<file path="src/rtl/irq_controller.sv">
// irq_controller: memory-mapped, fixed-priority interrupt controller for N_IRQ channels.
//
// It sits on the data-memory/IO bus and owns the interrupt/intVect/intAck handshake to the CPU.
// Each channel has an enable bit, a level or rising-edge sensing mode and a pending bit.
// Channel 0 has the highest priority.
//
// Register map, byte offsets from BASE_ADDR:
//   0/1 EN_L/EN_H      per-channel enable
//   2/3 PEND_L/PEND_H  pending; writing 1 clears edge-mode channels only
//   4/5 EDGE_L/EDGE_H  1 = rising-edge mode, 0 = level mode
//   6   CTRL           bit0 = GIE
//   7   STATUS         read: bit7 = a channel is in service, bits3:0 = its index; any write = EOI
//
// Ports:
//   clk, rst         single clock; synchronous active-high reset
//   address, din     bus address and write data
//   w_en, r_en       write and read strobes
//   dout             read data, registered; holds until the next read
//   irq_in           peripheral request lines
//   interrupt        request to the CPU
//   intVect          vector of the current request
//   intAck           one-cycle acknowledge from the CPU
//
// Optional feature, enabled by defining IRQ_NESTING_EN: a higher-priority candidate preempts the
// channel in service, and in-service channels are tracked as a bitmask stack. In the default
// build, at most one channel is in service at any time.
module irq_controller #(
    parameter int unsigned N_IRQ       = 8,
    parameter logic [15:0] BASE_ADDR   = 16'h00F0,
    parameter logic [15:0] VECT_BASE   = 16'h0002,
    parameter int unsigned VECT_STRIDE = 2
) (
    input  logic             clk,
    input  logic             rst,
    input  logic [15:0]      address,
    input  logic [7:0]       din,
    input  logic             w_en,
    input  logic             r_en,
    output logic [7:0]       dout,
    input  logic [N_IRQ-1:0] irq_in,
    output logic             interrupt,
    output logic [15:0]      intVect,
    input  logic             intAck
);

    // Channels are handled internally as 16-bit vectors. Bits at or above N_IRQ are forced to 0.
    localparam logic [15:0] ValidMask =
        (N_IRQ >= 16) ? 16'hFFFF : 16'((32'd1 << N_IRQ) - 32'd1);

    typedef enum logic [1:0] {StIdle, StReq, StService} state_e;

    state_e      state_q, state_d;
    logic [15:0] en_q, en_d;
    logic [15:0] pend_q, pend_d;
    logic [15:0] edge_q, edge_d;
    logic [15:0] prev_q;
    logic        gie_q, gie_d;
    logic [3:0]  idx_q, idx_d;
    logic        int_q, int_d;
    logic [15:0] vect_q, vect_d;
    logic [7:0]  dout_q, dout_d;

`ifdef IRQ_NESTING_EN
    logic [15:0] in_svc_q, in_svc_d;
    logic [15:0] svc_low_oh;
    logic [15:0] svc_below;
    logic        preempt;
`else
    logic        in_svc_q, in_svc_d;
`endif

    logic [15:0] offset;
    logic        in_range;
    logic [2:0]  reg_sel;
    logic        wr;
    logic [15:0] irq_ext;
    logic [15:0] w1c;
    logic        eoi;
    logic [15:0] ack_clr;
    logic [15:0] cand;
    logic        cand_any;
    logic [3:0]  cand_idx;
    logic [31:0] vect_calc;
    logic        svc_busy;
    logic [3:0]  svc_idx;
    logic [7:0]  rdata;

    // Bus decode. Subtracting first keeps the range check correct near the top of the space.
    assign offset   = address - BASE_ADDR;
    assign in_range = (offset[15:3] == 13'd0);
    assign reg_sel  = offset[2:0];
    assign wr       = w_en & in_range;

    always_comb begin
        irq_ext = '0;
        irq_ext[N_IRQ-1:0] = irq_in;
    end

    // Candidate selection: lowest set index wins.
    assign cand = pend_q & en_q & {16{gie_q}};

    always_comb begin
        cand_any = 1'b0;
        cand_idx = 4'd0;
        for (int i = 15; i >= 0; i--) begin
            if (cand[i]) begin
                cand_any = 1'b1;
                cand_idx = 4'(i);
            end
        end
    end

    assign vect_calc = 32'(VECT_BASE) + 32'(cand_idx) * VECT_STRIDE;

`ifdef IRQ_NESTING_EN
    // Lowest set bit of the in-service stack is the channel currently being served.
    assign svc_low_oh = in_svc_q & (~in_svc_q + 16'd1);
    assign svc_below  = (in_svc_q == 16'd0) ? 16'hFFFF : (svc_low_oh - 16'd1);
    assign preempt    = |(cand & svc_below);
    assign svc_busy   = |in_svc_q;

    always_comb begin
        svc_idx = 4'd0;
        for (int i = 15; i >= 0; i--) begin
            if (in_svc_q[i]) begin
                svc_idx = 4'(i);
            end
        end
    end
`else
    assign svc_busy = in_svc_q;
    assign svc_idx  = idx_q;
`endif

    // Register writes.
    always_comb begin
        en_d   = en_q;
        edge_d = edge_q;
        gie_d  = gie_q;
        w1c    = '0;
        eoi    = 1'b0;
        if (wr) begin
            unique case (reg_sel)
                3'd0: en_d[7:0]    = din;
                3'd1: en_d[15:8]   = din;
                3'd2: w1c[7:0]     = din;
                3'd3: w1c[15:8]    = din;
                3'd4: edge_d[7:0]  = din;
                3'd5: edge_d[15:8] = din;
                3'd6: gie_d        = din[0];
                3'd7: eoi          = 1'b1;
                default: ;
            endcase
        end
        en_d   = en_d & ValidMask;
        edge_d = edge_d & ValidMask;
    end

    // Read mux. The value is taken from the current state, so a same-cycle write is not visible.
    always_comb begin
        rdata = 8'h00;
        unique case (reg_sel)
            3'd0: rdata = en_q[7:0];
            3'd1: rdata = en_q[15:8];
            3'd2: rdata = pend_q[7:0];
            3'd3: rdata = pend_q[15:8];
            3'd4: rdata = edge_q[7:0];
            3'd5: rdata = edge_q[15:8];
            3'd6: rdata = {7'd0, gie_q};
            3'd7: rdata = {svc_busy, 3'd0, svc_busy ? svc_idx : 4'd0};
            default: ;
        endcase
    end

    always_comb begin
        dout_d = dout_q;
        if (r_en) begin
            dout_d = in_range ? rdata : 8'h00;
        end
    end

    // Handshake FSM.
    always_comb begin
        state_d  = state_q;
        int_d    = int_q;
        vect_d   = vect_q;
        idx_d    = idx_q;
        in_svc_d = in_svc_q;
        ack_clr  = '0;
        unique case (state_q)
            StIdle: begin
                if (cand_any) begin
                    idx_d   = cand_idx;
                    vect_d  = vect_calc[15:0];
                    int_d   = 1'b1;
                    state_d = StReq;
                end
            end
            StReq: begin
                // Once raised, a request is held until it is acknowledged.
                if (intAck) begin
                    int_d   = 1'b0;
                    ack_clr = edge_q & (16'd1 << idx_q);
`ifdef IRQ_NESTING_EN
                    in_svc_d = in_svc_q | (16'd1 << idx_q);
`else
                    in_svc_d = 1'b1;
`endif
                    state_d = StService;
                end
            end
            StService: begin
`ifdef IRQ_NESTING_EN
                if (eoi) begin
                    in_svc_d = in_svc_q & ~svc_low_oh;
                    if ((in_svc_q & ~svc_low_oh) == 16'd0) begin
                        state_d = StIdle;
                    end
                end else if (preempt) begin
                    idx_d   = cand_idx;
                    vect_d  = vect_calc[15:0];
                    int_d   = 1'b1;
                    state_d = StReq;
                end
`else
                if (eoi) begin
                    in_svc_d = 1'b0;
                    state_d  = StIdle;
                end
`endif
            end
            default: state_d = StIdle;
        endcase
    end

    // Pending update. In edge mode a new rising edge beats any clear in the same cycle.
    // In level mode the pending bit simply follows the registered input.
    always_comb begin
        logic [15:0] clr;
        logic [15:0] rise;
        clr    = (w1c | ack_clr) & edge_q;
        rise   = irq_ext & ~prev_q;
        pend_d = ValidMask & ((edge_q & ((pend_q & ~clr) | rise)) | (~edge_q & irq_ext));
    end

    always_ff @(posedge clk) begin
        if (rst) begin
            state_q  <= StIdle;
            en_q     <= '0;
            pend_q   <= '0;
            edge_q   <= '0;
            prev_q   <= '0;
            gie_q    <= 1'b0;
            idx_q    <= '0;
            int_q    <= 1'b0;
            vect_q   <= '0;
            dout_q   <= '0;
            in_svc_q <= '0;
        end else begin
            state_q  <= state_d;
            en_q     <= en_d;
            pend_q   <= pend_d;
            edge_q   <= edge_d;
            prev_q   <= irq_ext & ValidMask;
            gie_q    <= gie_d;
            idx_q    <= idx_d;
            int_q    <= int_d;
            vect_q   <= vect_d;
            dout_q   <= dout_d;
            in_svc_q <= in_svc_d;
        end
    end

    assign dout      = dout_q;
    assign interrupt = int_q;
    assign intVect   = vect_q;

endmodule

</file>
<file path="config.mk">
export PLATFORM = sky130hd
export DESIGN_NAME = irq_controller
export DESIGN_NICKNAME = d
export VERILOG_FILES = /design/src/rtl/irq_controller.sv
export SDC_FILE = /design/constraint.sdc
export NUM_CORES = 1
export LEC_CHECK = 0
export CORE_MARGIN = 1.5
export CORE_UTILIZATION = 40
export DETAILED_ROUTE_END_ITERATION = 8
export HOLD_SLACK_MARGIN = 0.06
export PLACE_DENSITY = 0.68
export SYNTH_ARGS = -nofsm -noshare
export SYNTH_HDL_FRONTEND = slang
export SYNTH_SLANG_ARGS = --single-unit
</file>
<file path="constraint.sdc">
create_clock -name clk -period 3.45 [get_ports clk]
set_clock_uncertainty 0.05 [all_clocks]
set_input_delay 0.345 -clock clk [delete_from_list [all_inputs] [get_ports clk]]
set_output_delay 0.345 -clock clk [all_outputs]
set_load 0.02 [all_outputs]
</file>
## After elaboration in Yosys (flattened, before gate mapping)

Index checks and enable logic that the tools add are counted.

| word-level totals | value |
|---|---|
| logic and storage cells | 105 |
| latch bits | 0 |
| bits in read-only memories | 0 |
| register bits after elaboration | 73 |
| output and inout bits | 25 |
| memory bits (writable) | 0 |
| memories | 0 |

| operators by class | value |
|---|---|
| eq/ne operators | 12 |
| shifts and indexed selects | 1 |
| multiplexer cells | 51 |
| multiply operators | 0 |
| divide/modulo/power cells | 0 |
| reduce and logical (&&, ||, !) cells | 12 |
| $add $sub $neg | 2 |
| bitwise operators | 15 |
| $lt $le $gt $ge | 0 |

Operators with widths:

| cell | count |
|---|---|
| 2-to-1 mux 4 bit | 17 |
| case mux 8 bit (8 select lines) | 1 |
| bitwise AND 8 bit | 6 |
| 2-to-1 mux 8 bit | 5 |
| NOT 8 bit | 3 |
| OR 8 bit | 3 |
| 2-to-1 mux 1 bit | 22 |
| bitwise AND 16 bit | 1 |
| bitwise AND 8 x 16 -> 16 bit | 1 |
| subtractor 16 x 8 -> 16 bit (second input constant) | 1 |
| zero test 13 bit | 1 |
| == test 3 bit (second input constant) | 4 |
| AND reduction 3 bit | 3 |
| AND reduction 2 bit | 4 |
| left shift 1 x 4 -> 8 bit (first input constant) | 1 |
| adder 2 x 5 -> 6 bit (first input constant) | 1 |
| == test 3 x 2 -> 1 bit (second input constant) | 2 |
| 2-to-1 mux 2 bit | 3 |
| != test 2 bit (second input constant) | 3 |
| case mux 2 bit (3 select lines) | 1 |
| case mux 1 bit (2 select lines) | 2 |
| nonzero test 2 bit | 2 |
| == test 3 x 1 -> 1 bit (second input constant) | 1 |
| zero test 3 bit | 1 |
| other kinds (4) | 4 |

## Depth between registers and ports, before layout

Gate-level depths: netlist of the first run.

| logic depth | value |
|---|---|
| depth after elaboration | 20 |
| depth in mapped cells | 8 |
| gate-level depth less buffers | 8 |

## Worst setup path before layout of the first run

No wires, ideal clock.

| timing path | value |
|---|---|
| kind | input -> register |
| from | input port address[4] |
| to | register pend_q[0] |
| path buffers | 0 |
| path slack | 1.305 ns |
| setup time | 0.160 ns |
| stages | 5 |
| arrival time | 1.936 ns |
| cells stage by stage | ha_1 > nor4b_1 > nand2_1 > nor4_1 > a31oi_1 |

| between the ends | value |
|---|---|
| longest elaborated chain between the ends | 11 |

RTL lines:

| item | RTL line | source |
|---|---|---|
| from (decl) | 35 | `input logic [15:0] address,` |
| subtractor 16 x 8 -> 16 bit | 89 | `assign offset = address - BASE_ADDR;` |
| zero test 13 bit | 90 | `assign in_range = (offset[15:3] == 13'd0);` |
| bitwise AND 1 bit | 92 | `assign wr = w_en & in_range;` |
| 2-to-1 mux 8 bit | 142 | `if (wr) begin` |
| OR 8 bit | 241 | `clr = (w1c \| ack_clr) & edge_q;` |
| bitwise AND 8 bit | 241 |  |
| NOT 8 bit | 243 | `pend_d = ValidMask & ((edge_q & ((pend_q & ~clr) \| rise)) \| (~edge_q & irq_ext));` |
| bitwise AND 8 bit | 243 |  |
| OR 8 bit | 243 |  |
| bitwise AND 8 bit | 243 |  |
| OR 8 bit | 243 |  |
| to (signal assigned) | 262 | `pend_q <= pend_d;` |
| to (decl) | 54 | `logic [15:0] pend_q, pend_d;` |

Every way passes these cells.
A chain may end at the register's enable or synchronous reset.

## Final worst setup path of the first run

| timing path | value |
|---|---|
| from | input port address[5] |
| to | register en_q[6] |

| between the ends | value |
|---|---|
| longest elaborated chain between the ends | 4 |

RTL lines:

| item | RTL line | source |
|---|---|---|
| subtractor 16 x 8 -> 16 bit | 89 |  |
| zero test 13 bit | 90 |  |
| bitwise AND 1 bit | 92 |  |
| AND reduction 2 bit (no line) | -- |  |
| to (signal assigned) | 261 | `en_q <= en_d;` |
| to (decl) | 53 | `logic [15:0] en_q, en_d;` |

Every way passes these cells.

==> results of run 1 <==
[metal layers]
metal	wire, um	track usage	vias up
li1	-	-	1276
met1	3290	0.273	1190
met2	3140	0.323	97
met3	421	0.0393	11
met4	133	0.0671	0
met5	0	0	-
[through the flow]
stage                util  instance area [um^2]  setup slack, ns
finish              0.514                  3300            0.854
detailed placement  0.498                  3200            0.584
floorplan               -                  2720             1.30
CTS                 0.514                  3300            0.890
global route        0.514                  3300            0.709
global placement    0.498                  3200            0.645
[power groups by stage]
| stage | Sequential [W] | Combinational (W) | Clock, W |
|---|---|---|---|
| 4_1_cts | 0.000617 | 0.000127 | 0.000410 |
| 6_report | 0.000617 | 0.000127 | 0.000399 |
| 3_3_place_gp | 0.000631 | 0.000126 | 0 |
| 3_5_place_dp | 0.000631 | 0.000127 | 0 |
| 2_1_floorplan | 0.000628 | 0.0000742 | 0 |
| 5_1_grt | 0.000618 | 0.000138 | 0.000435 |
[worst min-delay path, delay by kind of cell, from the launching register on]
kind	cells	cell delay (ns)
flip-flops	1	0.32
AND/OR/NAND/NOR	1	0.05
AO/OA/AOI/OAI	1	0.05
[cell families (layout without fill, tap and decap cells)]
kind of cell	after synthesis	after routing	share of synthesized area
multiplexers	8	8	0.0299
XOR/XNOR	1	1	0.00327
AO/OA/AOI/OAI	104	104	0.252
flip-flops	52	52	0.389
AND/OR/NAND/NOR	126	126	0.250
buffers and inverters	34	68	0.0650
other	1	12	0.00140
adder cells (fa/ha/maj)	2	2	0.00935
[worst max path at each step]
stage                     from         to  slack [ns]  depth (start not counted)
floorplan           address[4]  pend_q[0]        1.30                          5
global placement    address[5]    dout[0]        0.64                          6
detailed placement  address[5]    en_q[6]        0.58                          7
CTS                 address[5]    en_q[6]        0.89                          7
global route        address[5]    en_q[6]        0.71                          7
finish              address[5]    en_q[6]        0.85                          7
[placed cells by master (no fill, tap or decap), types with 3 or more instances in the layout]
cell	netlist	final
dfxtp_1	52	52
clkdlybuf4s50_1	0	48
nand2_1	35	35
a21oi_1	34	34
o21ai_0	21	21
nand3_1	20	20
nor2_1	20	20
nor2b_1	13	13
a31oi_1	12	12
conb_1	1	12
mux2i_1	8	8
a22oi_1	7	7
nand2b_1	7	7
buf_4	12	7
nand3b_1	6	6
inv_1	6	6
a211oi_1	6	6
clkbuf_8	0	5
a311oi_1	4	4
o32ai_1	4	4
a221oi_1	3	3
o41ai_2	3	3
[sequential cells by signal (all words and copies together) (netlist names)]
name       count
intVect        4
in_svc_q       1
en_q           8
prev_q         8
gie_q          1
idx_q          3
edge_q         8
interrupt      1
dout           8
state_q        2
pend_q         8
[layout make-up]
type / instances / area [um^2] / area share
Inverter: 6 / 22.5 / 0.00683
Sequential cell: 52 / 1040 / 0.316
Clock inverter: 1 / 30.0 / 0.00910
Tap cell: 77 / 96.3 / 0.0292
Multi-Input combinational cell: 253 / 1500 / 0.455
Timing Repair Buffer: 56 / 538 / 0.163
Clock buffer: 5 / 68.8 / 0.0209
==> results.yml, run 1 <==
outcome:
  status: "complete, but fails checks"
  violations: "DRC"
placed_design:
  io_buffer_count: 49
  dpl.hpwl_um: 5200
  place.gp.congestion: 0.940
  place_inst: 444
cts:
  clock_tree.root_cell: "clkbuf_8"
  h-tree-depth: 2
  postCtsSetupRepairBufs: 0
  clock-sinks: 52
  cts_tree: "built"
  hold_buffers: 0
  insertion_delay_ns: 0.30
  path_clk_slew_ns: 0.09
  cts_buffers: 5
  cts_resized: 0
  cts_max_path_buffers: 2
logic_synthesis:
  postSynthAreaPerCell_um2: 8.16
  async_flop_share: 0
  synth_top_area_share: 0.389
  post-synth-top-count-cell: "dfxtp_1"
  ys.flop_type: "dfxtp_1"
  netlist_instances: 328
  synth_area_leader_cell: "dfxtp_1"
  yosysSeqAreaShare: 0.389
  synth-edff-count: 0
  synth_cell_types: 48
  netlist_area_um2: 2680
  ys_ff_latch: 52
  yosys_warnings: 0
  synth.area.top_cells: "dfxtp_1, a21oi_1, nand2_1, o21ai_0, nand3_1"
  synth_top_cells_by_count: "dfxtp_1, nand2_1, a21oi_1, o21ai_0"
floorplanning:
  start_util: 0.417
  die_area_um2: 7190
  io_pins: 62
  die_x_um: 84.8
  placementRows: 29
  die_h_um: 84.8
  core_area_um2: 6420
setup_path:
  critical_path.top_delay_family: "simple AND/OR/NAND/NOR gates"
  startpoint_type: "input pin"
  r2r-end: "intVect[3]"
  worst-r2r-cell-count: 8
  cp.arrival_ns: 2.71
  critPathRequiredTime_ns: 3.56
  crit_slowest_cell: "or4b_1"
  r2r_slack_ns: 1.67
  cpPeakStageDelay_ns: 0.71
  cp_max_fo: 8
  r2r_start: "pend_q[6]"
  crit_path_cell_trace: "clkdlybuf4s50_1 > ha_1 > nor4b_1 > nand2_1 > or4b_1 > o21ai_0 > a21oi_1"
  crit_buf_inv: 1
  endpoint_kind: "flip-flop"
  crit_type: "input pin to flip-flop"
sta:
  drv_slew: 0
  min_period_ns: 2.60
  period_share: 0.752
  slew_headroom: 0.548
  tightest_slew_ns: 0.677
  rsz0062_at_grt: "no"
  tns_ns: 0
  hold_violations: 0
  whs_ns: 0.409
  maxClockFrequency_mhz: 385
  finalSetupViolations: 0
grt:
  grt_pass1_vias: 2352
  grt_max_degree: 37
  grt_usage: 0.202
  grt_pass1_wl_um: 11500
  antenna_found_initial: 0
  overflow: 0
pwr:
  p_int_w: 0.000876
  powerDensity_nw_per_um2: 347
  power_frac_comb: 0.111
  switching_share: 0.234
  irDropWorstVdd_mv: 0.208
  seqPwrFrac: 0.540
  power_switching_w: 0.000268
  p_total_w: 0.00114
  pwr-share-clk: 0.349
  p_leak_nw: 1.15
detailed_routing:
  drt-wirelength-per-cell_um: 15.5
  drt_iter0_markers: 153
  antenna_left: 0
  first_pass_iters: 9
  drcViolationCount: 3
  vias: 2574
  viasPerCell: 5.72
  wl_um: 6980
worst_hold_path:
  holdCritStartpoint: "interrupt"
  hold_path_class: "flip-flop to flip-flop"
  hold_depth: 2
  hold_end: "interrupt"
finish:
  drive_gt1_frac: 0.0563
  area_growth_pct: 23.3
  num-fill-cells: 629
  nets: 413
  final_cell_count_no_fill: 450
  antenna_cells: 0
run:
  cap_violations: 0
(Power assumes the default switching activity.)
==> run 2, diff against run 1 <==
--- a/config.mk
+++ b/config.mk
@@ -9,7 +9,7 @@
 export CORE_UTILIZATION = 40
 export DETAILED_ROUTE_END_ITERATION = 8
 export HOLD_SLACK_MARGIN = 0.06
-export PLACE_DENSITY = 0.68
+export PLACE_DENSITY = 0.71
 export SYNTH_ARGS = -nofsm -noshare
 export SYNTH_HDL_FRONTEND = slang
 export SYNTH_SLANG_ARGS = --single-unit
==> constraint.sdc (replaced) <==
create_clock -name clk -period 2.3 [get_ports clk]
set_clock_uncertainty 0.05 [all_clocks]
set_input_delay 0.23 -clock clk [delete_from_list [all_inputs] [get_ports clk]]
set_output_delay 0.23 -clock clk [all_outputs]
set_load 0.02 [all_outputs]
==> run 2 against run 1 <==
- the run still ends with DRC left
- die area unchanged
- worst hold slack worse by 0.087 ns
- utilization up 1.7 points
- clock power rose by 62%
- global-route usage rose by 1.7 points
- clock-buffer cell count is the same
- final cell count up 2.9%
- non-clock buffer count rose by 11
- critical path depth is the same
- final area increased by 3.3%
- total power increased by 56%
- via count increased by 2.2%
==> results.yml, run 2 (synthesis results as in run 1) <==
outcome:
  status: "complete, but fails checks"
  violations: "DRC"
finish:
  nets: 424
  num-fill-cells: 631
  final_common_cell: "dfxtp_1"
  final_cell_mix: "dfxtp_1, clkdlybuf4s50_1, nand2_1, a21oi_1, o21ai_0"
  drive_gt1_frac: 0.0959
  area_growth_pct: 27.4
  antenna_cells: 0
pwr:
  pwr-share-clk: 0.364
  seqPwrFrac: 0.520
  p_int_w: 0.00134
  p_leak_nw: 1.21
  power_switching_w: 0.000440
  powerDensity_nw_per_um2: 522
  power_frac_comb: 0.116
  p_total_w: 0.00178
  switching_share: 0.247
  irDropWorstVdd_mv: 0.316
placed_design:
  dpl.hpwl_um: 5560
  dpl_worst_slack_ns: -0.313
  place.gp.congestion: 0.929
  io_buffer_count: 49
sta:
  hold_violations: 0
  worst_slack_ns: 0.118
  min_period_ns: 2.18
  drv_slew: 0
  finalSetupViolations: 0
  period_share: 0.949
  whs_ns: 0.323
  maxClockFrequency_mhz: 458
  rsz0062_at_grt: "no"
cts:
  path_clk_slew_ns: 0.10
  postCtsSetupRepairBufs: 0
  hold_buffers: 0
  cts_tree: "built"
  clock-sinks: 52
  cts_resized: 0
  h-tree-depth: 2
  cts_buffers: 5
  clock_tree.root_cell: "clkbuf_8"
  insertion_delay_ns: 0.31
  cts_max_path_buffers: 2
setup_path:
  cpPeakStageDelay_ns: 0.60
  crit_path_cell_trace: "clkdlybuf4s50_1 > ha_1 > nor4b_1 > nand2_1 > or4b_4 > o21ai_0 > a21oi_1"
  setup.worst_path.start: "address[5]"
  crit_type: "input pin to flip-flop"
  cp.arrival_ns: 2.33
  cp_max_fo: 8
  startpoint_type: "input pin"
  r2r_start: "pend_q[6]"
  crit_slowest_cell: "or4b_4"
  endpoint_kind: "flip-flop"
  critPathRequiredTime_ns: 2.44
grt:
  grt_usage: 0.219
  overflow: 0
  antenna_found_initial: 0
  grt_max_degree: 24
  grt_pass1_vias: 2643
  grt_pass1_wl_um: 12600
detailed_routing:
  drcViolationCount: 4
  antenna_left: 0
  vias: 2631
  wl_um: 7340
  first_pass_iters: 7
  viasPerCell: 5.68
  drt-wirelength-per-cell_um: 15.9
  drt_iter0_markers: 219
floorplanning:
  die_area_um2: 7190
  die_x_um: 84.8
  start_util: 0.417
  core_area_um2: 6420
  io_pins: 62
  die_h_um: 84.8
  placementRows: 29
worst_hold_path:
  holdCritStartpoint: "rst"
  hold_path_class: "input pin to flip-flop"
run:
  cap_violations: 0
==> run 2: cell count changes in the layout (fill, tap and decap cells not counted) <==
| cell | previous run | this run |
|---|---|---|
| or4_1 | 1 | 0 |
| buf_4 | 7 | 18 |
| or4_4 | 0 | 1 |
| or4b_4 | 0 | 2 |
| clkinvlp_4 | 0 | 1 |
| inv_6 | 0 | 1 |
| or4b_1 | 2 | 0 |
==> run 2: routing by layer <==
metal,track usage,vias to the layer above,routed length (um)
met5,0,-,0
met1,0.278,1221,3230
met2,0.371,102,3500
li1,-,1298,-
met3,0.0492,10,513
met4,0.0626,0,103
==> run 2: metrics by stage <==
| step | utilization | instances | instance area (um^2) | TNS [ns] |
|---|---|---|---|---|
| floorplan | - | 339 | 2720 | 0 |
| detailed placement | 0.511 | 455 | 3280 | -5.55 |
| CTS | 0.529 | 463 | 3400 | 0 |
| finish | 0.531 | 463 | 3410 | 0 |
| global route | 0.531 | 463 | 3410 | 0 |
| global placement | 0.511 | 455 | 3280 | -4.76 |
==> run 2: worst paths after layout <==
check	end	slack [ns]	cells past startpoint
worst min register to register	interrupt	0.41	2
worst max register to register	intVect[3]	0.53	8
worst max-delay path	en_q[4]	0.12	7
worst min-delay path	en_q[6]	0.32	2
==> run 2: area by class of cell <==
type	instances	area [um^2]	area share
Inverter	6	22.5	0.00661
Multi-Input combinational cell	253	1510	0.444
Clock inverter	3	46.3	0.0136
Timing Repair Buffer	67	621	0.182
Clock buffer	5	68.8	0.0202
Tap cell	77	96.3	0.0283
Sequential cell	52	1040	0.305
==> run 2: worst max-delay path, delay by kind of cell <==
| family | cells | cell delay, ns |
|---|---|---|
| and+or+nand+nor | 3 | 1.03 |
| buffers and inverters | 1 | 0.49 |
| AOI/OAI and AO/OA | 2 | 0.34 |
| adders and majority gates | 1 | 0.23 |
==> run 2: power by group through the flow <==
stage	clock [W]	combinational, W	sequential [W]
floorplan	0	0.000111	0.000943
global placement	0	0.000202	0.000946
detailed placement	0	0.000204	0.000946
CTS	0.000664	0.000205	0.000926
global route	0.000708	0.000226	0.000928
finish	0.000648	0.000207	0.000926
==> run 3, diff against run 2 <==
==> constraint.sdc (replaced) <==
create_clock -name clk -period 2 [get_ports clk]
set_clock_uncertainty 0.05 [all_clocks]
set_input_delay 0.2 -clock clk [delete_from_list [all_inputs] [get_ports clk]]
set_output_delay 0.2 -clock clk [all_outputs]
set_load 0.02 [all_outputs]
==> run 3 against run 2 <==
- the flow still finishes with violations (DRC)
- setup slack worse by 0.037 ns
- final area up 1.9%
- register-to-register slack worse by 0.29 ns
- critical endpoint unchanged
- first-iteration DRC count down 2.7%
- sequential share of layout area down 0.56 points
- clock power down 3.9%
- critical path depth unchanged
- via count up 1.4%
==> results.yml, run 3 (synthesis results as in run 1) <==
floorplanning:
  die_h_um: 84.8
  io_pins: 62
  core_area_um2: 6420
  placementRows: 29
  start_util: 0.417
  die_area_um2: 7190
  die_x_um: 84.8
detailed_routing:
  wl_um: 7340
  antenna_left: 0
  drcViolationCount: 8
  viasPerCell: 5.68
  drt_iter0_markers: 213
  drt-wirelength-per-cell_um: 15.6
  first_pass_iters: 7
  vias: 2668
finish:
  num-fill-cells: 613
  final_cell_mix: "dfxtp_1, clkdlybuf4s50_1, nand2_1, a21oi_1, buf_4"
  drive_gt1_frac: 0.117
  final_area_um2: 3470
  area_growth_pct: 29.8
  nets: 431
  final_common_cell: "dfxtp_1"
  antenna_cells: 0
grt:
  overflow: 0
  grt_pass1_vias: 2523
  grt_usage: 0.212
  antenna_found_initial: 0
  grt_pass1_wl_um: 12200
  grt_max_degree: 19
setup_path:
  crit_path_cell_trace: "dlygate4sd2_1 > ha_1 > nor4b_2 > nand2_1 > or4b_4 > o21ai_0 > a21oi_1"
  crit_type: "input pin to flip-flop"
  cpPeakStageDelay_ns: 0.61
  crit_slowest_cell: "or4b_4"
  cp_max_fo: 8
  startpoint_type: "input pin"
  cp.arrival_ns: 2.06
  endpoint_kind: "flip-flop"
  critPathRequiredTime_ns: 2.14
worst_hold_path:
  hold_path_class: "input pin to flip-flop"
run:
  cap_violations: 0
outcome:
  status: "complete, but fails checks"
  violations: "DRC"
sta:
  worst_slack_ns: 0.0809
  finalSetupViolations: 0
  period_share: 0.960
  drv_slew: 0
  hold_violations: 0
  rsz0062_at_grt: "yes"
  min_period_ns: 1.92
  maxClockFrequency_mhz: 521
pwr:
  p_int_w: 0.00145
  power_switching_w: 0.000493
  power_frac_comb: 0.131
  p_leak_nw: 1.25
  powerDensity_nw_per_um2: 560
  pwr-share-clk: 0.321
  seqPwrFrac: 0.548
  switching_share: 0.254
  p_total_w: 0.00194
  irDropWorstVdd_mv: 0.420
cts:
  cts_tree: "built"
  insertion_delay_ns: 0.31
  path_clk_slew_ns: 0.09
  h-tree-depth: 2
  clock-sinks: 52
  cts_buffers: 5
  clock_tree.root_cell: "clkbuf_8"
  cts_max_path_buffers: 2
placed_design:
  place.gp.congestion: 0.966
  dpl_worst_slack_ns: -0.540
  io_buffer_count: 49
  place_area_um2: 3350
  dpl.hpwl_um: 5400
## run 3: cell types whose count changed in the layout (fill, tap and decap cells not counted), moves of 2 or more
cell	before	now
o21ai_0	21	13
o21ai_1	1	9
buf_4	18	23
clkdlybuf4s50_1	48	46
clkinv_2	0	2
dlygate4sd2_1	0	2
## run 3: power groups by stage
stage               sequential, W  clock, W  combinational (W)
floorplan                 0.00108         0           0.000128
global placement          0.00109         0           0.000247
detailed placement        0.00109         0           0.000251
CTS                       0.00106  0.000628           0.000253
global route              0.00107  0.000679           0.000276
finish                    0.00107  0.000623           0.000255
## run 3: metal layers
layer  routed length [um]  vias to the layer above  GRT usage
li1                     -                     1318          -
met1                 3290                     1235      0.282
met2                 3430                      106      0.350
met3                  517                        9     0.0393
met4                   93                        0     0.0641
met5                    0                        -          0
## run 3: per-stage QoR
stage | TNS (ns) | hold slack [ns] | utilization | instances
global placement | -13.33 | 0.396 | 0.521 | 462
global route | -0.0230 | 0.207 | 0.541 | 470
floorplan | -0.000730 | 0.245 | - | 339
CTS | 0 | 0.198 | 0.538 | 470
detailed placement | -14.44 | 0.400 | 0.521 | 462
finish | 0 | 0.204 | 0.541 | 470
## run 3: worst paths after layout
kind / startpoint / to / slack, ns / depth (start not counted)
min: rst / en_q[6] / 0.20 / 2
min reg2reg: interrupt / interrupt / 0.41 / 2
max reg2reg: pend_q[6] / intVect[3] / 0.24 / 8
max: address[5] / en_q[4] / 0.08 / 7
## run 3: worst max-delay path, delay by kind of cell
| family | cells | cell delay, ns |
|---|---|---|
| AOI/OAI and AO/OA | 2 | 0.29 |
| adders and majority gates | 1 | 0.30 |
| buffers and inverters | 1 | 0.25 |
| and+or+nand+nor | 3 | 1.02 |
## run 3: layout make-up
| type | instances | area, um^2 | area share |
|---|---|---|---|
| Clock buffer | 6 | 82.6 | 0.0238 |
| Clock inverter | 2 | 10.0 | 0.00288 |
| Inverter | 6 | 22.5 | 0.00649 |
| Multi-Input combinational cell | 253 | 1530 | 0.441 |
| Sequential cell | 52 | 1040 | 0.300 |
| Tap cell | 77 | 96.3 | 0.0277 |
| Timing Repair Buffer | 74 | 687 | 0.198 |
## run 3: what timing repair did
item	in CTS	in global routing
hold buffers	0	0
buffers inserted	0	0
resized for setup	15	2
endpoints found under the setup margin	24	5
pin swaps	3	4
